$ cat src/rtl/fft_ctrl_pkg.sv
// Shared types and constant helpers for the radix-4 FFT stage sequencer.
package fft_ctrl_pkg;

    typedef enum logic [1:0] {
        ST_IDLE,
        ST_RUN,
        ST_FLUSH,
        ST_DONE
    } fsm_state_e;

    // Memory read (1) plus butterfly register (1) latency between read and write-back.
    localparam int BUT_LAT = 2;

    function automatic int log2(input int n);
        int r;
        r = 0;
        while ((1 << r) < n) r++;
        return r;
    endfunction

    function automatic int log4(input int n);
        return log2(n) / 2;
    endfunction

endpackage

$ cat src/rtl/fft_addr_gen.sv
// Butterfly address / twiddle generator for one (stage, butterfly) pair.
// span = N/4^(s+1) and 4^s are powers of two, so everything reduces to shifts and masks.
module fft_addr_gen #(
    parameter int ADDR_W = 8,
    parameter int STG_W  = 4
) (
    input  logic [STG_W-1:0]  stage_i,
    input  logic [ADDR_W-3:0] b_i,
    output logic [ADDR_W-1:0] addr0_o,
    output logic [ADDR_W-1:0] addr1_o,
    output logic [ADDR_W-1:0] addr2_o,
    output logic [ADDR_W-1:0] addr3_o,
    output logic [ADDR_W-1:0] tw_o
);

    int                lspan;
    logic [ADDR_W-1:0] b_ext;
    logic [ADDR_W-1:0] span;
    logic [ADDR_W-1:0] k;
    logic [ADDR_W-1:0] base;

    always_comb begin
        lspan   = ADDR_W - 2 * (int'(stage_i) + 1);
        b_ext   = {2'b00, b_i};
        span    = ADDR_W'(1) << lspan;
        k       = b_ext & (span - ADDR_W'(1));
        // base = 4*g*span + k with g = b >> log2(span)
        base    = ((b_ext >> lspan) << (lspan + 2)) | k;
        addr0_o = base;
        addr1_o = base + span;
        addr2_o = base + (span << 1);
        addr3_o = base + (span << 1) + span;
        tw_o    = k << (2 * int'(stage_i));
    end

endmodule

$ cat src/rtl/fft_stage_ctrl.sv
// Stage/butterfly sequencer for an in-place radix-4 DIF FFT: issues read addresses and
// twiddle indices each cycle, and the matching write-back addresses BUT_LAT cycles later.
module fft_stage_ctrl import fft_ctrl_pkg::*; #(
    parameter int N      = 256,
    parameter int ADDR_W = log2(N),
    parameter int STG_W  = 4
) (
    input  logic              iCLK,
    input  logic              iRESET,
    input  logic              iSTART,
    output logic              oBUSY,
    output logic              oDONE,
    output logic [STG_W-1:0]  oSTAGE,
    output logic              oRD_EN,
    output logic [ADDR_W-1:0] oRD_ADDR0,
    output logic [ADDR_W-1:0] oRD_ADDR1,
    output logic [ADDR_W-1:0] oRD_ADDR2,
    output logic [ADDR_W-1:0] oRD_ADDR3,
    output logic [ADDR_W-1:0] oTW_IDX,
    output logic              oWR_EN,
    output logic [ADDR_W-1:0] oWR_ADDR0,
    output logic [ADDR_W-1:0] oWR_ADDR1,
    output logic [ADDR_W-1:0] oWR_ADDR2,
    output logic [ADDR_W-1:0] oWR_ADDR3
);

    localparam int S  = log4(N);
    localparam int BW = ADDR_W - 2;
    localparam logic [BW-1:0]    B_LAST = BW'(N / 4 - 1);
    localparam logic [STG_W-1:0] S_LAST = STG_W'(S - 1);

    if (N < 16 || (1 << (2 * S)) != N) begin : g_bad_n
        $error("fft_stage_ctrl: N must be a power of 4 and at least 16");
    end

    fsm_state_e        state_q, state_d;
    logic [STG_W-1:0]  stage_q, stage_d;
    logic [BW-1:0]     b_q, b_d;
    logic              fl_q, fl_d;

    logic              rd_en_d, busy_d, done_d;
    logic              rd_en_q, busy_q, done_q;
    logic [ADDR_W-1:0] gen_addr [4];
    logic [ADDR_W-1:0] gen_tw;
    logic [ADDR_W-1:0] rd_addr_q [4];
    logic [ADDR_W-1:0] tw_q;
    logic [BUT_LAT-1:0] wr_en_q;
    logic [ADDR_W-1:0] wr_addr_q [BUT_LAT][4];

    always_ff @(posedge iCLK) begin
        if (!iRESET) begin
            state_q <= ST_IDLE;
            stage_q <= '0;
            b_q     <= '0;
            fl_q    <= 1'b0;
        end else begin
            state_q <= state_d;
            stage_q <= stage_d;
            b_q     <= b_d;
            fl_q    <= fl_d;
        end
    end

    always_comb begin
        state_d = state_q;
        stage_d = stage_q;
        b_d     = b_q;
        fl_d    = fl_q;
        case (state_q)
            ST_IDLE: begin
                if (iSTART) begin
                    state_d = ST_RUN;
                    stage_d = '0;
                    b_d     = '0;
                end
            end
            ST_RUN: begin
                if (b_q == B_LAST) begin
                    state_d = ST_FLUSH;
                    fl_d    = 1'b0;
                end else begin
                    b_d = b_q + 1'b1;
                end
            end
            ST_FLUSH: begin
                // Two drain cycles let the last writes of the stage land before new reads.
                if (fl_q) begin
                    if (stage_q == S_LAST) begin
                        state_d = ST_DONE;
                    end else begin
                        state_d = ST_RUN;
                        stage_d = stage_q + 1'b1;
                        b_d     = '0;
                    end
                end else begin
                    fl_d = 1'b1;
                end
            end
            default: state_d = ST_IDLE;
        endcase
    end

    // Strobes are derived from the next state so they are registered alongside the addresses.
    always_comb begin
        rd_en_d = (state_d == ST_RUN);
        busy_d  = (state_d == ST_RUN) || (state_d == ST_FLUSH);
        done_d  = (state_d == ST_DONE);
    end

    fft_addr_gen #(
        .ADDR_W (ADDR_W),
        .STG_W  (STG_W)
    ) u_addr_gen (
        .stage_i (stage_d),
        .b_i     (b_d),
        .addr0_o (gen_addr[0]),
        .addr1_o (gen_addr[1]),
        .addr2_o (gen_addr[2]),
        .addr3_o (gen_addr[3]),
        .tw_o    (gen_tw)
    );

    always_ff @(posedge iCLK) begin
        if (!iRESET) begin
            rd_en_q <= 1'b0;
            busy_q  <= 1'b0;
            done_q  <= 1'b0;
            tw_q    <= '0;
            wr_en_q <= '0;
            for (int i = 0; i < 4; i++) begin
                rd_addr_q[i] <= '0;
                for (int j = 0; j < BUT_LAT; j++) begin
                    wr_addr_q[j][i] <= '0;
                end
            end
        end else begin
            rd_en_q <= rd_en_d;
            busy_q  <= busy_d;
            done_q  <= done_d;
            tw_q    <= gen_tw;
            wr_en_q <= {wr_en_q[BUT_LAT-2:0], rd_en_q};
            for (int i = 0; i < 4; i++) begin
                rd_addr_q[i]    <= gen_addr[i];
                wr_addr_q[0][i] <= rd_addr_q[i];
                for (int j = 1; j < BUT_LAT; j++) begin
                    wr_addr_q[j][i] <= wr_addr_q[j-1][i];
                end
            end
        end
    end

    assign oBUSY     = busy_q;
    assign oDONE     = done_q;
    assign oSTAGE    = stage_q;
    assign oRD_EN    = rd_en_q;
    assign oRD_ADDR0 = rd_addr_q[0];
    assign oRD_ADDR1 = rd_addr_q[1];
    assign oRD_ADDR2 = rd_addr_q[2];
    assign oRD_ADDR3 = rd_addr_q[3];
    assign oTW_IDX   = tw_q;
    assign oWR_EN    = wr_en_q[BUT_LAT-1];
    assign oWR_ADDR0 = wr_addr_q[BUT_LAT-1][0];
    assign oWR_ADDR1 = wr_addr_q[BUT_LAT-1][1];
    assign oWR_ADDR2 = wr_addr_q[BUT_LAT-1][2];
    assign oWR_ADDR3 = wr_addr_q[BUT_LAT-1][3];

endmodule

$ cat config.mk
export PLATFORM = sky130hd
export DESIGN_NAME = fft_stage_ctrl
export DESIGN_NICKNAME = d
export VERILOG_FILES = /design/src/rtl/fft_ctrl_pkg.sv /design/src/rtl/fft_addr_gen.sv /design/src/rtl/fft_stage_ctrl.sv
export SDC_FILE = /design/constraint.sdc
export NUM_CORES = 1
export LEC_CHECK = 0
export ABC_AREA = 1
export CAP_MARGIN = 10
export CELL_PAD_IN_SITES_DETAIL_PLACEMENT = 1
export CELL_PAD_IN_SITES_GLOBAL_PLACEMENT = 2
export CORE_MARGIN = 1
export CORE_UTILIZATION = 28
export DETAILED_ROUTE_END_ITERATION = 8
export PLACE_DENSITY = 0.74
export SYNTH_ARGS = -nofsm -noshare
export SYNTH_HDL_FRONTEND = slang
export SYNTH_HIERARCHICAL = 1
export SYNTH_SLANG_ARGS = --single-unit
$ cat constraint.sdc
create_clock -name iCLK -period 6.1 [get_ports iCLK]
set_input_delay 1.525 -clock iCLK [delete_from_list [all_inputs] [get_ports iCLK]]
set_output_delay 1.525 -clock iCLK [all_outputs]
set_load 0.005 [all_outputs]
==> results.cfg <==
[run_status]
outcome = completed

[worst_setup_path]
reg2reg_to = rd_addr_q[0][31]
critical_path_arrival_ns = 6.01
critPathKind = input port to flop
cp.depth = 30
cp_slowest_cell = clkdlybuf4s50_1
required_ns = 6.45
r2r_start = state_q[1]
r2r_slack_ns = 1.32
crit_buf_inv = 8
critPathMaxStageDelay_ns = 0.47
crit_top_cell = nand2_1
path_delay_family = simple AND/OR/NAND/NOR gates
cp-start-kind = input port
crit_fanout = 9
reg2regPathDepth = 31
cp-end-kind = flop

[sta]
finalSetupViolations = 0
fin_ws_ns = 0.444
worstMarginPinSlew_ns = 0.608
rsz0062_at_grt = no
finalCritPeriodShare_pct = 92.7
max_freq_mhz = 177
max_slew_margin_pct = 59.5
slew_violations = 0
finalCriticalPeriod_ns = 5.66
worst_clock_skew_ns = 0.0158
setup_tns_ns = 0
finalHoldViolCount = 0

[placed_design]
dpl-instance-area_um2 = 6420
io_buffers = 82
dp_slack_ns = 0.00988
globalplace.congestion = 0.854
hpwl_mm = 10.1

[layout]
seq_area_um2 = 2440
multiInputGateArea_um2 = 2120
diodes = 0
drive_gt1_share_pct = 12.5
post-route-util_pct = 36.2
area_growth_pct = 26.7
n_fill_cell = 2398
nets = 825
design_area_um2 = 7010

[clock_network]
clk_path_buf_depth = 2
cts_root_buf = clkbuf_16
numCtsBuffers = 17
clk_pin_slew_ns = 0.06
clk_latency_ns = 0.42
clkSinkCount = 122
cts_resized = 0
post_cts_buffers = 0
hold_buffers = 0
cts_tree = done
htreeDepth = 4

[pwr]
max-vdd-ir-drop_mv = 0.169
p_leak_nw = 3.85
power_density_nw_per_um2 = 269
p_total_mw = 1.89

[yosys]
synth-async-reset-ratio_pct = 0
synth_top_area_share_pct = 44.1
synth.area.top_cells = dfxtp_1, nand2_1, inv_1
seq_area_frac_synth_pct = 44.1
syn_inst = 743
synth-edff-count = 0
syn-num-nets = 767
synth-compound-area-share_pct = 3.84
synth.distinct_cells = 42
synth-simple-area-share_pct = 28.2
synth-seq-cells = 122
synth_ff_type = dfxtp_1
yosys.area_share.xor_xnor_pct = 1.56
avgSynthCellArea_um2 = 7.45
mappedNetlistArea_um2 = 5540
synth_top_family_by_area = simple AND/OR/NAND/NOR gates
ys_warn_count = 6
synth_mux_area_share_pct = 0
synth_adder_area_share_pct = 4.75
synth_top_area_cell = dfxtp_1

[drt]
ant_nets = 0
vias_per_cell = 4.08
vias = 4402
wl_per_cell_um = 12.2
wirelength_mm = 13.2
drt-pass1-iter-count = 4
drt_iter0_markers = 133
drc_errors = 0

[global_routing]
grt_first_pass_wirelength_mm = 21.4
grt_pass1_vias = 4393
grt_overflow_total = 0
track_usage_pct = 13.6
antenna_found_initial = 0
grt_max_degree = 66

[floorplanning]
initial_utilization_pct = 28.5
die_y_um = 143
die_w_um = 143
ioPinCount = 83
rows = 51
core-area_um2 = 19400
dieArea_um2 = 20300

[hold_path]
hp-start = wr_addr_q[0][30]
whs_path_depth = 2
hold_class = flop to flop
min_to = wr_addr_q[0][62]

[run]
cap_violations = 0
-- cells in the mapped netlist, types with 2 or more instances --
library cell  number
nand2_4            5
a31o_2             2
xor2_1             6
buf_4             34
nand3_4            2
inv_2             16
nand4_1           12
dfxtp_1          122
nand3_1           34
inv_1            154
nor2_1            31
nor2_4             5
o21ai_0            4
a21oi_1            9
xnor2_1            2
nand3b_1           2
nor3_1             4
buf_2              8
clkbuf_1           9
o21ai_1            3
a31oi_1            2
a211oi_1           2
nand2_2           15
nor2_2             3
nand2_1          216
nand3_2            4
o22ai_1            2
ha_1              21
-- worst max path at each step --
| stage | startpoint | endpoint | slack [ns] |
|---|---|---|---|
| floorplan | iSTART | rd_addr_q[0][31] | 0.08 |
| global placement | iSTART | rd_addr_q[0][31] | 0.15 |
| detailed placement | iSTART | rd_addr_q[0][31] | 0.01 |
| CTS | iSTART | rd_addr_q[0][31] | 0.44 |
| global route | iSTART | rd_addr_q[0][31] | 0.08 |
| finish | iSTART | rd_addr_q[0][31] | 0.44 |
-- cell families (layout without fill, tap and decap cells) --
family          count (synthesis)  after routing
flops                         122            122
fa+ha+maj                      21             21
simple gates                  337            337
xor+xnor                        9              9
buf+inv                       222            293
compound gates                 32             32
-- sequential cells by signal, summed over array words and instances (netlist names), 2 cells and up --
name and cells:
oSTAGE 4, b_q 6, rd_addr_q 32, oTW_IDX 8, state_q 2, wr_addr_q 64, wr_en_q 2
-- per-stage QoR --
step | cells | hold slack, ns
2_1_floorplan | 743 | 0.386
3_3_place_gp | 1047 | 0.393
3_5_place_dp | 1047 | 0.400
4_1_cts | 1079 | 0.414
5_1_grt | 1079 | 0.428
6_report | 1079 | 0.409
-- power by group --
| part | leakage (nW) | switching, mW | internal, mW |
|---|---|---|---|
| Clock | 0.286 | 0.391 | 0.609 |
| Sequential | 0.989 | 0.00729 | 0.812 |
| Combinational | 2.57 | 0.0403 | 0.0284 |
-- metal layers --
metal | GRT usage, % | vias to the layer above | wire, um
met5 | 0 | - | 0
met4 | 5.09 | 0 | 151
met3 | 3.15 | 11 | 433
met2 | 24.1 | 72 | 6500
met1 | 15.8 | 2037 | 6080
li1 | - | 2282 | -
-- worst min-delay path: cells and delay by family, from the launching register on --
family        cells  cell delay, ns
flops             1            0.30
simple gates      1            0.04
buf+inv           1            0.04
-- cells in the final DEF (no fill, tap or decap), types with 3 or more instances in the layout --
master and instances:
a21oi_1 9, buf_4 10, clkbuf_16 17, clkdlybuf4s50_1 81
clkinv_4 5, dfxtp_1 122, ha_1 21, inv_1 154
inv_2 16, inv_6 3, nand2_1 216, nand2_2 15
nand2_4 5, nand3_1 34, nand3_2 4, nand4_1 12
nor2_1 31, nor2_2 3, nor2_4 5, nor3_1 4
o21ai_0 4, o21ai_1 3, xor2_1 6
-- cell type report --
type / instances / share of cell area [%]
Tap cell: 265 / 4.73
Sequential cell: 122 / 34.8
Multi-Input combinational cell: 399 / 30.3
Clock inverter: 15 / 2.37
Timing Repair Buffer: 91 / 12.6
Clock buffer: 17 / 6.07
Inverter: 170 / 9.10
Power figures use the tool's default switching activity.
